==> src/rtl/seven_seg_scan_if.sv <==
// seven_seg_scan_if
//   Bundles the display-facing signals of the seven-segment scanner.
//   master : the clock/stopwatch datapath; drives digits and masks, observes pins.
//   slave  : the scanner itself; consumes digits/masks, drives an/seg/frame_tick.
//   Signals:
//     digits      4*NUM_DIGITS  nibble i is the hex value of digit i
//     dp          NUM_DIGITS    1 lights the decimal point of digit i
//     blank_mask  NUM_DIGITS    1 forces digit i dark
//     blink_mask  NUM_DIGITS    1 makes digit i follow the blink phase
//     enable      1             0 darkens the whole display
//     an          NUM_DIGITS    active-low anode enables (digit 0 rightmost)
//     seg         8             active-low segments, seg[7]=dp, seg[6:0]=g..a
//     frame_tick  1             one-cycle pulse per completed scan frame
interface seven_seg_scan_if #(
    parameter int NUM_DIGITS = 4
);
    logic [4*NUM_DIGITS-1:0] digits;
    logic [NUM_DIGITS-1:0]   dp;
    logic [NUM_DIGITS-1:0]   blank_mask;
    logic [NUM_DIGITS-1:0]   blink_mask;
    logic                    enable;
    logic [NUM_DIGITS-1:0]   an;
    logic [7:0]              seg;
    logic                    frame_tick;

    modport master (
        output digits, dp, blank_mask, blink_mask, enable,
        input  an, seg, frame_tick
    );

    modport slave (
        input  digits, dp, blank_mask, blink_mask, enable,
        output an, seg, frame_tick
    );
endinterface

==> src/rtl/seven_seg_scan.sv <==
// seven_seg_scan
//   Time-multiplexed driver for an N-digit common-anode seven-segment display.
//   A prescaler splits time into REFRESH_DIV-cycle slots, one per digit; the
//   first cycle of every slot is dark to suppress ghosting. A separate blink
//   timebase toggles a phase every BLINK_DIV cycles. Full hex decode with
//   per-digit decimal point, blank and blink masks. All outputs are
//   registered, so an and seg always move on the same edge.
//   Ports:
//     clk  system clock
//     rst  synchronous, active-high reset
//     bus  seven_seg_scan_if.slave (digits/masks in, an/seg/frame_tick out)
module seven_seg_scan #(
    parameter int NUM_DIGITS  = 4,
    parameter int REFRESH_DIV = 100000,
    parameter int BLINK_DIV   = 25000000
) (
    input  logic            clk,
    input  logic            rst,
    seven_seg_scan_if.slave bus
);
    localparam int CNT_W   = $clog2(REFRESH_DIV);
    localparam int IDX_W   = (NUM_DIGITS > 1) ? $clog2(NUM_DIGITS) : 1;
    localparam int BLINK_W = (BLINK_DIV > 1) ? $clog2(BLINK_DIV) : 1;

    localparam logic [CNT_W-1:0]   CNT_LAST   = CNT_W'(REFRESH_DIV - 1);
    localparam logic [IDX_W-1:0]   IDX_LAST   = IDX_W'(NUM_DIGITS - 1);
    localparam logic [BLINK_W-1:0] BLINK_LAST = BLINK_W'(BLINK_DIV - 1);

    logic [CNT_W-1:0]      cnt_reg, cnt_next;
    logic [IDX_W-1:0]      idx_reg, idx_next;
    logic [BLINK_W-1:0]    blink_cnt_reg, blink_cnt_next;
    logic                  phase_reg, phase_next;
    logic [NUM_DIGITS-1:0] an_reg, an_next;
    logic [7:0]            seg_reg, seg_next;
    logic                  frame_tick_reg, frame_tick_next;

    logic [3:0]            nibble [NUM_DIGITS];
    logic [NUM_DIGITS-1:0] an_lit;
    logic [6:0]            seg_lit;
    logic                  dark;

    // Per-digit nibble split and the one-cold anode pattern for the current slot.
    generate
        for (genvar gi = 0; gi < NUM_DIGITS; gi++) begin : g_digit
            assign nibble[gi] = bus.digits[4*gi +: 4];
            assign an_lit[gi] = (idx_reg != IDX_W'(gi));
        end
    endgenerate

    // Active-low g..a pattern for one hex digit.
    function automatic logic [6:0] hex_decode(input logic [3:0] v);
        logic [6:0] s;
        case (v)
            4'h0:    s = 7'h40;
            4'h1:    s = 7'h79;
            4'h2:    s = 7'h24;
            4'h3:    s = 7'h30;
            4'h4:    s = 7'h19;
            4'h5:    s = 7'h12;
            4'h6:    s = 7'h02;
            4'h7:    s = 7'h78;
            4'h8:    s = 7'h00;
            4'h9:    s = 7'h10;
            4'hA:    s = 7'h08;
            4'hB:    s = 7'h03;
            4'hC:    s = 7'h46;
            4'hD:    s = 7'h21;
            4'hE:    s = 7'h06;
            default: s = 7'h0E;
        endcase
        return s;
    endfunction

    assign seg_lit = hex_decode(nibble[idx_reg]);

    // cnt_reg == 0 is the dead-time cycle at the start of every slot.
    assign dark = !bus.enable
               || bus.blank_mask[idx_reg]
               || (bus.blink_mask[idx_reg] && phase_reg)
               || (cnt_reg == '0);

    always_comb begin
        cnt_next        = cnt_reg + 1'b1;
        idx_next        = idx_reg;
        blink_cnt_next  = blink_cnt_reg + 1'b1;
        phase_next      = phase_reg;
        frame_tick_next = (cnt_reg == CNT_LAST) && (idx_reg == IDX_LAST);
        an_next         = '1;
        seg_next        = 8'hFF;

        if (cnt_reg == CNT_LAST) begin
            cnt_next = '0;
            idx_next = (idx_reg == IDX_LAST) ? '0 : idx_reg + 1'b1;
        end

        // Blink timebase runs independently of the prescaler.
        if (blink_cnt_reg == BLINK_LAST) begin
            blink_cnt_next = '0;
            phase_next     = ~phase_reg;
        end

        if (!dark) begin
            an_next  = an_lit;
            seg_next = {~bus.dp[idx_reg], seg_lit};
        end
    end

    always_ff @(posedge clk) begin
        if (rst) begin
            cnt_reg        <= '0;
            idx_reg        <= '0;
            blink_cnt_reg  <= '0;
            phase_reg      <= 1'b0;
            an_reg         <= '1;
            seg_reg        <= 8'hFF;
            frame_tick_reg <= 1'b0;
        end else begin
            cnt_reg        <= cnt_next;
            idx_reg        <= idx_next;
            blink_cnt_reg  <= blink_cnt_next;
            phase_reg      <= phase_next;
            an_reg         <= an_next;
            seg_reg        <= seg_next;
            frame_tick_reg <= frame_tick_next;
        end
    end

    assign bus.an         = an_reg;
    assign bus.seg        = seg_reg;
    assign bus.frame_tick = frame_tick_reg;
endmodule

==> src/flat_wrapper.sv <==
// flat-port wrapper written by rule: the top's interface ports become plain ports
module seven_seg_scan_flat 
#(
    parameter int NUM_DIGITS  = 4,
    parameter int REFRESH_DIV = 100000,
    parameter int BLINK_DIV   = 25000000
)
  (clk, rst, bus_digits, bus_dp, bus_blank_mask, bus_blink_mask, bus_enable, bus_an, bus_seg, bus_frame_tick);
  seven_seg_scan_if #(.NUM_DIGITS(NUM_DIGITS)) bus_i ();
  input  logic clk;
  input  logic rst;
  input wire logic [$bits(bus_i.digits)-1:0] bus_digits;
  input wire logic [$bits(bus_i.dp)-1:0] bus_dp;
  input wire logic [$bits(bus_i.blank_mask)-1:0] bus_blank_mask;
  input wire logic [$bits(bus_i.blink_mask)-1:0] bus_blink_mask;
  input wire logic [$bits(bus_i.enable)-1:0] bus_enable;
  output wire logic [$bits(bus_i.an)-1:0] bus_an;
  output wire logic [$bits(bus_i.seg)-1:0] bus_seg;
  output wire logic [$bits(bus_i.frame_tick)-1:0] bus_frame_tick;
  assign bus_i.digits = bus_digits;
  assign bus_i.dp = bus_dp;
  assign bus_i.blank_mask = bus_blank_mask;
  assign bus_i.blink_mask = bus_blink_mask;
  assign bus_i.enable = bus_enable;
  assign bus_an = bus_i.an;
  assign bus_seg = bus_i.seg;
  assign bus_frame_tick = bus_i.frame_tick;
  seven_seg_scan #(.NUM_DIGITS(NUM_DIGITS), .REFRESH_DIV(REFRESH_DIV), .BLINK_DIV(BLINK_DIV)) u_core (.clk(clk), .rst(rst), .bus(bus_i));
endmodule
==> config.mk <==
export PLATFORM = sky130hd
export DESIGN_NAME = seven_seg_scan_flat
export DESIGN_NICKNAME = d
export VERILOG_FILES = /design/src/rtl/seven_seg_scan_if.sv /design/src/rtl/seven_seg_scan.sv /design/src/flat_wrapper.sv
export SDC_FILE = /design/constraint.sdc
export NUM_CORES = 1
export LEC_CHECK = 0
export BUFFER_PORTS_ARGS = -buffer_cell sky130_fd_sc_hd__buf_2
export CORE_MARGIN = 2
export CORE_UTILIZATION = 35
export DETAILED_ROUTE_END_ITERATION = 10
export PLACE_DENSITY = 0.55
export SYNTH_ARGS = -nofsm -noshare
export SYNTH_HDL_FRONTEND = slang
export SYNTH_SLANG_ARGS = --single-unit
==> constraint.sdc <==
create_clock -name clk -period 2.4 [get_ports clk]
set_input_delay 0.24 -clock clk [delete_from_list [all_inputs] [get_ports clk]]
set_output_delay 0.24 -clock clk [all_outputs]
set_load 0.02 [all_outputs]
# == Word-level counts from Yosys, hierarchy flattened ==
# Memory sizes are Yosys's and may differ from the RTL's. A register that Yosys moved wholly into a read port is not among the register bits.
# Cells that the tools add are included.
# Widths: inputs -> output; s select.
# totals
input_bits,31
mem_bits_ro,112
elab_cells,43
ff_bits,58
memories,1
# mem_list
memory,words,word_bits,rd,rd_clocked_by_memory_dff,write_ports,line,source
(no name shown),16,7,1,1,0,seven_seg_scan.sv:53,case (v)
# op_classes
addsub,3
n_mux,10
n_reduce_logical,11
n_eq_ne,6
n_bitwise,3
n_lt_le_gt_ge,2
# op_table
cell,n
$add 25x1->25 const B,1
$eq 25x25->1 const B,1
$add 17x1->17 const B,1
$eq 17x17->1 const B,1
$logic_not 17->1,1
$bmux 4 s2,1
$mux 4,2
$bmux 1 s2,3
$reduce_or 2->1,3
$ne 2x2->1 const B,2
$ge 3x3->1 const B,1
$logic_or 1x1->1,3
$lt 2x3->1 const B,1
$mux 1,3
$not 2->3,1
$add 2x1->2 const B,1
$eq 2x2->1 const B,1
$logic_and 1x1->1,2
$mux 2,1
$ne 2x1->1 const B,1
$not 1->1,2
$reduce_bool 2->1,1
$logic_not 1->1,1

# == Logic depth before layout (Yosys ltp) ==
# Gate-level depths: netlist (run 1).
# logic_depth
depth_word,6
mapped_depth,7
mapped_depth_nobuf,6

# == Least setup slack after synthesis (run 1) ==
# No wires, ideal clock.
# synth_path
path_type,register -> register
start,register u_core.idx_reg[0]
end,"register u_core.seg_reg[6], in the netlist u_core.bus.seg[6]"
synth_period_minus_slack_ps,2021
setup_ps,133
setup_slack_ps,379
t_required_ps,2267
n_path_buf,2
path_stages_with_launch,7
arrival_ps,1889
path_cell_list,dfxtp_1 -> buf_2 -> mux4_2 -> a2111o_1 -> a21oi_2 -> buf_4 -> o211ai_1
# synth_via
elab_chain_len,6
# synth_lines
element,line,source
from (decl),seven_seg_scan.sv:30,"logic [IDX_W-1:0] idx_reg, idx_next;"
from (signal assigned),seven_seg_scan.sv:119,idx_reg <= idx_next;
$bmux 1 s2 (on tied branches),"seven_seg_scan.sv:78, seven_seg_scan.sv:79",
$mux 1 (on tied branches),"seven_seg_scan.sv:78, seven_seg_scan.sv:79",
$logic_or 1x1->1 or $logic_and 1x1->1 (tied branches),"seven_seg_scan.sv:78, seven_seg_scan.sv:79",
$logic_or 1x1->1,seven_seg_scan.sv:79,|| (bus.blink_mask[idx_reg] && phase_reg)
$logic_or 1x1->1,seven_seg_scan.sv:80,|| (cnt_reg == '0);
$reduce_or 2->1 (no source line),-,
to (decl),seven_seg_scan.sv:34,"logic [7:0] seg_reg, seg_next;"
# Parallel ways exist; a longest one is shown, timed or not. The select of a mux whose other input is x is not followed.
# A chain may end at the register's enable or synchronous reset.

# == Final worst setup path (run 1) ==
# layout_path
start,register u_core.idx_reg[0]
end,"register u_core.seg_reg[0], in the netlist u_core.bus.seg[0]"
# Same word-level chain as after synthesis.

==> results of run 1 <==
==> cells in the final DEF, fill, tap and decap left out, types with 4 or more instances in the layout <==
cell / count
dfxtp_1: 58
buf_2: 43
nor2_1: 33
nand2_1: 26
a21oi_1: 19
inv_1: 17
xnor2_1: 17
nand3_1: 16
or3_1: 14
o21ai_0: 13
ha_1: 13
nand4_1: 10
or4_1: 10
clkbuf_8: 9
mux4_2: 7
nor4_1: 7
nor3_1: 7
o31ai_1: 7
xor2_1: 6
buf_4: 4
==> power groups by stage <==
stage	sequential, mW	clock, mW	combinational [mW]
2_1_floorplan	1.01	0	0.0756
3_3_place_gp	1.01	0	0.128
3_5_place_dp	1.01	0	0.127
4_1_cts	0.987	1.10	0.128
5_1_grt	0.989	1.16	0.143
6_report	0.987	1.08	0.127
==> kinds of logic (layout without fill, tap and decap cells) <==
family / count (synthesis) / after routing / synth area share
simple gates: 141 / 141 / 0.2568
xor+xnor: 23 / 23 / 0.06892
mux: 10 / 10 / 0.06464
buf+inv: 31 / 81 / 0.04880
compound gates: 50 / 50 / 0.1079
flops: 58 / 58 / 0.3973
fa+ha+maj: 13 / 13 / 0.05565
==> stage by stage <==
| stage | power [mW] | instance area [sq um] |
|---|---|---|
| 3_3_place_gp | 1.135 | 3241 |
| 4_1_cts | 2.219 | 3475 |
| 3_5_place_dp | 1.136 | 3241 |
| 2_1_floorplan | 1.087 | 2923 |
| 6_report | 2.193 | 3475 |
| 5_1_grt | 2.290 | 3475 |
==> path summary, 6_finish.rpt <==
kind	endpoint	depth (start not counted)	start
min reg2reg	u_core.blink_cnt_reg[0]	1	u_core.blink_cnt_reg[0]
min	u_core.idx_reg[1]	2	rst
max	u_core.bus.seg[0]	5	u_core.idx_reg[0]
max reg2reg	u_core.bus.seg[0]	5	u_core.idx_reg[0]
==> worst reg2reg max path, delay by kind of cell (launching register included) <==
family	cells	cell delay, ns
compound gates	1	0.15
fa+ha+maj	1	0.27
flops	1	0.57
mux	2	0.90
simple gates	1	0.09
==> layout make-up <==
cell class | instances | share of cell area
Multi-Input combinational cell | 237 | 0.4660
Inverter | 17 | 0.01837
Clock inverter | 5 | 0.02953
Tap cell | 105 | 0.03781
Timing Repair Buffer | 48 | 0.07634
Sequential cell | 58 | 0.3342
Clock buffer | 11 | 0.03781
==> metal layers <==
layer,global-route usage,wire length [um],vias up
met5,0,0,-
li1,-,-,1258
met3,0.05296,250,6
met2,0.2471,2944,29
met4,0.05119,81,0
met1,0.1800,2830,1144
==> impl_metrics.json, run 1 <==
{
  "vdd_ir_drop_max_v": 0.0003632,
  "multi_input_area_sq_mm": 0.001619,
  "dieArea_sq_mm": 0.009098,
  "critPathBufInv": 0,
  "post_cts.repair.setup_buffers": 0,
  "post_cts_resize_count": 0,
  "hold_path.class": "input pin to flop",
  "antenna_found_initial": 0,
  "outcome": "finished, final reports clean",
  "finalWorstSetupSlack_ns": 0.3055,
  "switching_share": 0.2132,
  "drtIter0Drc": 74,
  "vias_per_cell": 5.067,
  "relSlewSlack": 0.6890,
  "synth_top_area_share": 0.3973,
  "critical_path_class": "flop to flop",
  "synth.top_cells.by_count": "58 x dfxtp_1, 33 x nor2_1, 26 x nand2_1, 19 x a21oi_1",
  "fin_util": 0.4250,
  "clock_path_buffers": 2,
  "finalCriticalPeriod_ns": 2.094,
  "die_y_um": 95.39,
  "fin_cells": 481,
  "combPwrFrac": 0.058,
  "firstDrtPassIters": 4,
  "critical_path.top_delay_family": "multiplexers",
  "synth.most_common_cell": "dfxtp_1",
  "cts_tree": "built",
  "clkSinkCount": 58,
  "endpoint_kind": "flop",
  "rsz0062_at_grt": "false",
  "insertion_delay_ns": 0.34,
  "synth_nets": 370,
  "synth_top_area_cell": "dfxtp_1",
  "avgSynthCellArea_sq_um": 8.966,
  "worst_setup_path_start_kind": "flop",
  "ys_ff_latch": 58,
  "cts_hold_buf": 0,
  "drc_errors": 0,
  "fin_nets": 415,
  "cp.required_ns": 2.62,
  "dp_hpwl_um": 4421,
  "clockPowerShare": 0.492,
  "die_w_um": 95.39,
  "grt-ovfl-total": 0,
  "setup_viol": 0,
  "grt_first_pass_wirelength_um": 10560,
  "cp_data_arrival_time_ns": 2.32,
  "final_antenna_net_count": 0,
  "synth_area_leaders": "dfxtp_1 40%, ha_1 5.6%, mux4_2 5.4%, xnor2_1 5.1%, nor2_1 4.2%",
  "grtUsageTotal": 0.1493,
  "cts_root_buf": "clkbuf_8",
  "reg2reg_slack_ns": 0.31,
  "p_leak_nw": 1.194,
  "num_vias": 2437,
  "synth.distinct_cells": 44,
  "routed_wirelength_um": 6106,
  "start_util": 0.3575,
  "power_density_mw_per_mm2": 631.2,
  "hold_ws_ns": 0.1602,
  "synth_edf_count": 0,
  "p_int_mw": 1.726,
  "ys.flop_type": "dfxtp_1",
  "clkSlewWorstSetupHoldPaths_ns": 0.07,
  "dp_slack_ns": 0.2924,
  "max_stage_delay_ns": 0.63,
  "drive_above_1_share": 0.1968,
  "post-route-period-util": 0.8727,
  "h-tree-depth": 3,
  "cts_made_buffers": 9,
  "antenna_cells": 0,
  "portBuffers": 43,
  "place_inst": 465,
  "grt_start_max_net_pins": 26,
  "async_flop_share": 0,
  "netlist_area_sq_mm": 0.002923,
  "max_freq_mhz": 477.5,
  "syn_inst": 326,
  "largest_reg_flops": 25,
  "power.switching_mw": 0.4675,
  "crit_chain": "mux4_2, ha_1, mux2_2, o21ai_0, nand3_1",
  "ios": 44,
  "worst_pin_slew_ns": 0.4658,
  "ys.warnings.count": 0,
  "core_sq_mm": 0.008175,
  "n_fill_cell": 833,
  "seq_area_frac_synth": 0.3973,
  "seq_area_sq_mm": 0.001161,
  "areaGrowthSynthToFinish_pct": 18.88,
  "crit_fanout": 7,
  "drv_cap": 0,
  "maxSlewViolCount": 0,
  "tns_ns": 0,
  "crit_slowest_cell": "mux4_2",
  "grt_pass1_vias": 2345,
  "skew_ns": 0.01205,
  "wl_per_cell_um": 12.69,
  "routabilityCongestion": 0.8048,
  "hold_viol": 0,
  "pwr-share-seq": 0.450,
  "rows": 33
}
No activity file was read; power rests on OpenSTA's default activity.
==> inputs of run 2 (changes only) <==
Clock period 2.4 ns to 2.59 ns, I/O delays scaled along.
==> run 2 against run 1 <==
Combinational power fell by 10%; register-to-register slack worse by 0.03 ns; first-iteration DRC count is 23% lower; sequential power shrank 7.3%; die area stayed put; non-clock buffer count down 1; utilization decreased by 0.84 points; cell area fell by 2.0%; cell count shrank 0.42%; routed wire length fell by 3.4%; global-route usage fell by 0.66 points; count of clock-buffer cells in the layout increased by 1.
==> impl_metrics.json, run 2 (synthesis gave the netlist of run 1 again) <==
{
  "grtUsageTotal": 0.1427,
  "pwr-share-seq": 0.500,
  "core_sq_mm": 0.008175,
  "power_density_mw_per_mm2": 537.3,
  "maxSlewViolCount": 0,
  "n_fill_cell": 810,
  "hold_path.class": "input pin to flop",
  "clkSlewWorstSetupHoldPaths_ns": 0.06,
  "layout_common_cells": "58 x dfxtp_1, 43 x buf_2, 33 x nor2_1",
  "cts_root_buf": "clkbuf_8",
  "tns_ns": 0,
  "endpoint_kind": "flop",
  "fin_nets": 414,
  "finalCriticalPeriod_ns": 2.315,
  "vdd_ir_drop_max_v": 0.0002861,
  "grt_pass1_vias": 2236,
  "portBuffers": 43,
  "largest_reg_flops": 25,
  "dp_hpwl_um": 4309,
  "clockPowerShare": 0.438,
  "antenna_found_initial": 0,
  "max_stage_delay_ns": 0.55,
  "postPlaceCellArea_sq_mm": 0.003221,
  "routed_wirelength_um": 5900,
  "num_vias": 2417,
  "dieArea_sq_mm": 0.009098,
  "crit_fanout": 12,
  "multi_input_area_sq_mm": 0.001619,
  "drv_cap": 0,
  "wl_per_cell_um": 12.32,
  "outcome": "finished, final reports clean",
  "h-tree-depth": 3,
  "crit_slowest_cell": "dfxtp_1",
  "combPwrFrac": 0.062,
  "rows": 33,
  "cts_hold_buf": 0,
  "max_freq_mhz": 432.0,
  "critical_path_class": "flop to flop",
  "relSlewSlack": 0.6461,
  "routabilityCongestion": 0.8378,
  "skew_ns": 0.004824,
  "rsz0062_at_grt": "false",
  "critPathLaunch": "u_core.idx_reg[0]",
  "clock_path_buffers": 2,
  "drc_errors": 0,
  "p_leak_nw": 1.167,
  "worst_setup_path_start_kind": "flop",
  "critical_path.top_delay_family": "compound AO/OA/AOI/OAI gates",
  "cts_tree": "built",
  "cts_made_buffers": 9,
  "setup_viol": 0,
  "r2r-start": "u_core.idx_reg[0]",
  "grt-ovfl-total": 0,
  "post-route-period-util": 0.8939,
  "cp.required_ns": 2.77,
  "die_w_um": 95.39,
  "crit_cells": 4,
  "worst_pin_slew_ns": 0.5308,
  "holdCritStartpoint": "rst",
  "clkSinkCount": 58,
  "grt_start_max_net_pins": 26,
  "areaGrowthSynthToFinish_pct": 16.52,
  "post_cts_resize_count": 0,
  "final_common_cell": "dfxtp_1",
  "firstDrtPassIters": 6,
  "hold_viol": 0,
  "p_int_mw": 1.421,
  "grt_first_pass_wirelength_um": 10060,
  "hold_depth": 2,
  "seq_area_sq_mm": 0.001161,
  "cp_data_arrival_time_ns": 2.50,
  "final_antenna_net_count": 0,
  "die_y_um": 95.39,
  "power.switching_mw": 0.4094,
  "switching_share": 0.2237,
  "drtIter0Drc": 57,
  "post_cts.repair.setup_buffers": 0,
  "vias_per_cell": 5.046,
  "start_util": 0.3575,
  "critPathBufInv": 0,
  "insertion_delay_ns": 0.33,
  "design_area_sq_mm": 0.003406,
  "r2r_cells": 4,
  "drive_above_1_share": 0.1925,
  "ios": 44,
  "crit_chain": "mux4_2, a2111o_1, a21oi_2, o221ai_1",
  "antenna_cells": 0
}
## run 2: cell count changes in the layout (fill, tap and decap cells not counted), sizes merged
| cell | change |
|---|---|
| bufinv | -2 |
| buf | -1 |
| clkbuf | +1 |
| clkinv | +1 |
| clkinvlp | -1 |
## run 2: worst paths after layout
path,to,slack [ns]
max,u_core.bus.seg[2],0.27
min,u_core.phase_reg,0.19
max reg2reg,u_core.bus.seg[2],0.27
min reg2reg,u_core.cnt_reg[0],0.47
## run 2: cell type report
type                    instances  share of cell area
clock inverters                 3             0.01176
flip-flops and latches         58              0.3409
repair buffers                 47             0.07201
multi-input cells             237              0.4754
clock buffers                  12             0.04262
well taps                     105             0.03857
inverters                      17             0.01874
## run 2: per-stage QoR
stage               power [mW]  setup slack (ns)  utilization  hold slack, ns  std cells
finish                   1.830            0.2749       0.4166          0.1864        479
global route             1.922           0.01825       0.4166          0.1800        479
CTS                      1.859            0.2148       0.4166          0.1723        479
detailed placement       1.049            0.2279       0.3939          0.4655        464
global placement         1.049            0.2452       0.3939          0.4593        464
floorplan                1.007            0.5686            -          0.3281        326
## run 2: power by group through the flow
stage	Clock [mW]	Combinational, mW	Sequential, mW
floorplan	0	0.0700	0.937
global placement	0	0.115	0.934
detailed placement	0	0.115	0.935
CTS	0.829	0.115	0.914
global route	0.877	0.129	0.916
finish	0.802	0.114	0.915
## run 2: layer usage
layer / wire, um / GRT usage / vias up / share of wire
li1: - / - / 1254 / -
met1: 2784 / 0.1690 / 1127 / 0.47
met2: 2789 / 0.2377 / 26 / 0.47
met3: 243 / 0.05534 / 10 / 0.041
met4: 82 / 0.04643 / 0 / 0.014
met5: 0 / 0 / - / 0
==> inputs of run 3 (changes only) <==
Settings changed: CELL_PAD_IN_SITES_DETAIL_PLACEMENT from default to 1, CELL_PAD_IN_SITES_GLOBAL_PLACEMENT from default to 1, PLACE_DENSITY 0.55 to 0.69.
==> run 3 against run 2 <==
Utilization up 0.21 points; critical endpoint unchanged; cell count up 0.42%; flip-flop and latch count unchanged; sequential share of layout area down 0.17 points; sequential power about the same; combinational power about the same; clock skew up 0.00084 ns; die area unchanged; highest routed layer unchanged; non-clock buffer count up 1; fmax down 0.63%; cell area up 0.51%; via count up 3.4%.
==> impl_metrics.json, run 3 (synthesis gave the netlist of run 1 again) <==
{
  "outcome": "finished, final reports clean",
  "grt-ovfl-total": 0,
  "met3_length_um": 193,
  "post-route-period-util": 0.8995,
  "layout_common_cells": "58 x dfxtp_1, 43 x buf_2, 33 x nor2_1",
  "clkSinkCount": 58,
  "largest_reg_flops": 25,
  "max_stage_delay_ns": 0.55,
  "insertion_delay_ns": 0.33,
  "cp_data_arrival_time_ns": 2.51,
  "holdCritStartpoint": "rst",
  "reg2reg_slack_ns": 0.26,
  "die_w_um": 95.39,
  "cp.required_ns": 2.77,
  "antenna_found_initial": 0,
  "relSlewSlack": 0.6424,
  "critical_path_class": "flop to flop",
  "dieArea_sq_mm": 0.009098,
  "cts_tree": "built",
  "crit_chain": "mux4_2, a2111o_1, a21oi_2, o221ai_1",
  "dp_slack_ns": 0.2265,
  "cts_hold_buf": 0,
  "grtUsageTotal": 0.1757,
  "hold_viol": 0,
  "die_y_um": 95.39,
  "wl_met1_um": 3178,
  "crit_slowest_cell": "dfxtp_1",
  "drc_errors": 0,
  "grt_start_max_net_pins": 18,
  "wl_met2_um": 3415,
  "critPathLaunch": "u_core.idx_reg[0]",
  "routabilityCongestion": 0.7531,
  "worst_setup_path_start_kind": "flop",
  "power_density_mw_per_mm2": 526.1,
  "maxSlewViolCount": 0,
  "grt_first_pass_wirelength_um": 12360,
  "maxUsedRoutingLayer": "met4",
  "max_freq_mhz": 429.2,
  "power_mw": 1.801,
  "core_sq_mm": 0.008175,
  "final_antenna_net_count": 0,
  "hold_path.class": "input pin to flop",
  "tns_ns": 0,
  "design_area_sq_mm": 0.003423,
  "firstDrtPassIters": 4,
  "drtIter0Drc": 55,
  "final_common_cell": "dfxtp_1",
  "skew_ns": 0.005667,
  "finalWorstSetupSlack_ns": 0.2603,
  "postPlaceCellArea_sq_mm": 0.003241,
  "r2r-start": "u_core.idx_reg[0]",
  "antenna_cells": 0,
  "num_vias": 2499,
  "rows": 33,
  "clkSlewWorstSetupHoldPaths_ns": 0.07,
  "drive_above_1_share": 0.1968,
  "fin_nets": 415,
  "endpoint_kind": "flop",
  "crit_fanout": 12,
  "dp_hpwl_um": 5157,
  "cts_root_buf": "clkbuf_8",
  "critical_path.top_delay_family": "compound AO/OA/AOI/OAI gates",
  "h-tree-depth": 3,
  "critPathBufInv": 0,
  "drv_cap": 0,
  "clock_path_buffers": 2,
  "start_util": 0.3575,
  "vias_per_cell": 5.195,
  "grt_pass1_vias": 2559,
  "wl_per_cell_um": 14.41,
  "routed_wirelength_um": 6929,
  "setup_viol": 0,
  "vdd_ir_drop_max_v": 0.0002711,
  "p_leak_nw": 1.177,
  "rsz0062_at_grt": "false",
  "cts_made_buffers": 9,
  "finalCriticalPeriod_ns": 2.330,
  "post_cts.repair.setup_buffers": 0,
  "areaGrowthSynthToFinish_pct": 17.12,
  "post_cts_resize_count": 0,
  "ios": 44,
  "worst_pin_slew_ns": 0.5364,
  "portBuffers": 43
}
[run 3: changes by cell type in the layout (fill, tap and decap cells not counted), sizes merged]
cell | previous run | this run
buf | 47 | 48
bufinv | 1 | 0
clkbuf | 12 | 14
[run 3: cell type report]
cell class | instances | area (sq um)
sequential | 58 | 1161
multi-input combinational | 237 | 1619
clock inverter | 2 | 10.01
fill | 993 | 4752
timing repair buffer | 48 | 265.3
tap | 105 | 131.4
inverter | 17 | 63.81
clock buffer | 14 | 172.7
[run 3: report_power, final]
part           total [mW]  leakage [nW]  switching, mW  internal [mW]
Clock               0.768        0.0965          0.345          0.423
Sequential          0.915         0.469         0.0108          0.904
Combinational       0.117         0.612         0.0619         0.0555
Total                1.80          1.18          0.418           1.38
[run 3: layer usage]
| layer | GRT usage | vias to the layer above |
|---|---|---|
| met5 | 0 | - |
| met4 | 0.06548 | 0 |
| met3 | 0.04585 | 12 |
| met2 | 0.2999 | 29 |
| met1 | 0.2123 | 1197 |
| li1 | - | 1261 |
[run 3: path summary, 6_finish.rpt]
check	endpoint	cells past startpoint
min reg2reg	u_core.blink_cnt_reg[0]	1
min	u_core.idx_reg[1]	2
max reg2reg	u_core.bus.seg[2]	4
max	u_core.bus.seg[2]	4
[run 3: metrics by stage]
stage / utilization / instances / hold WS [ns]
after floorplan: - / 326 / 0.3281
after global placement: 0.3964 / 465 / 0.4597
after detailed placement: 0.3964 / 465 / 0.4721
after CTS: 0.4187 / 481 / 0.1953
after global routing: 0.4187 / 481 / 0.2121
final: 0.4187 / 481 / 0.2056
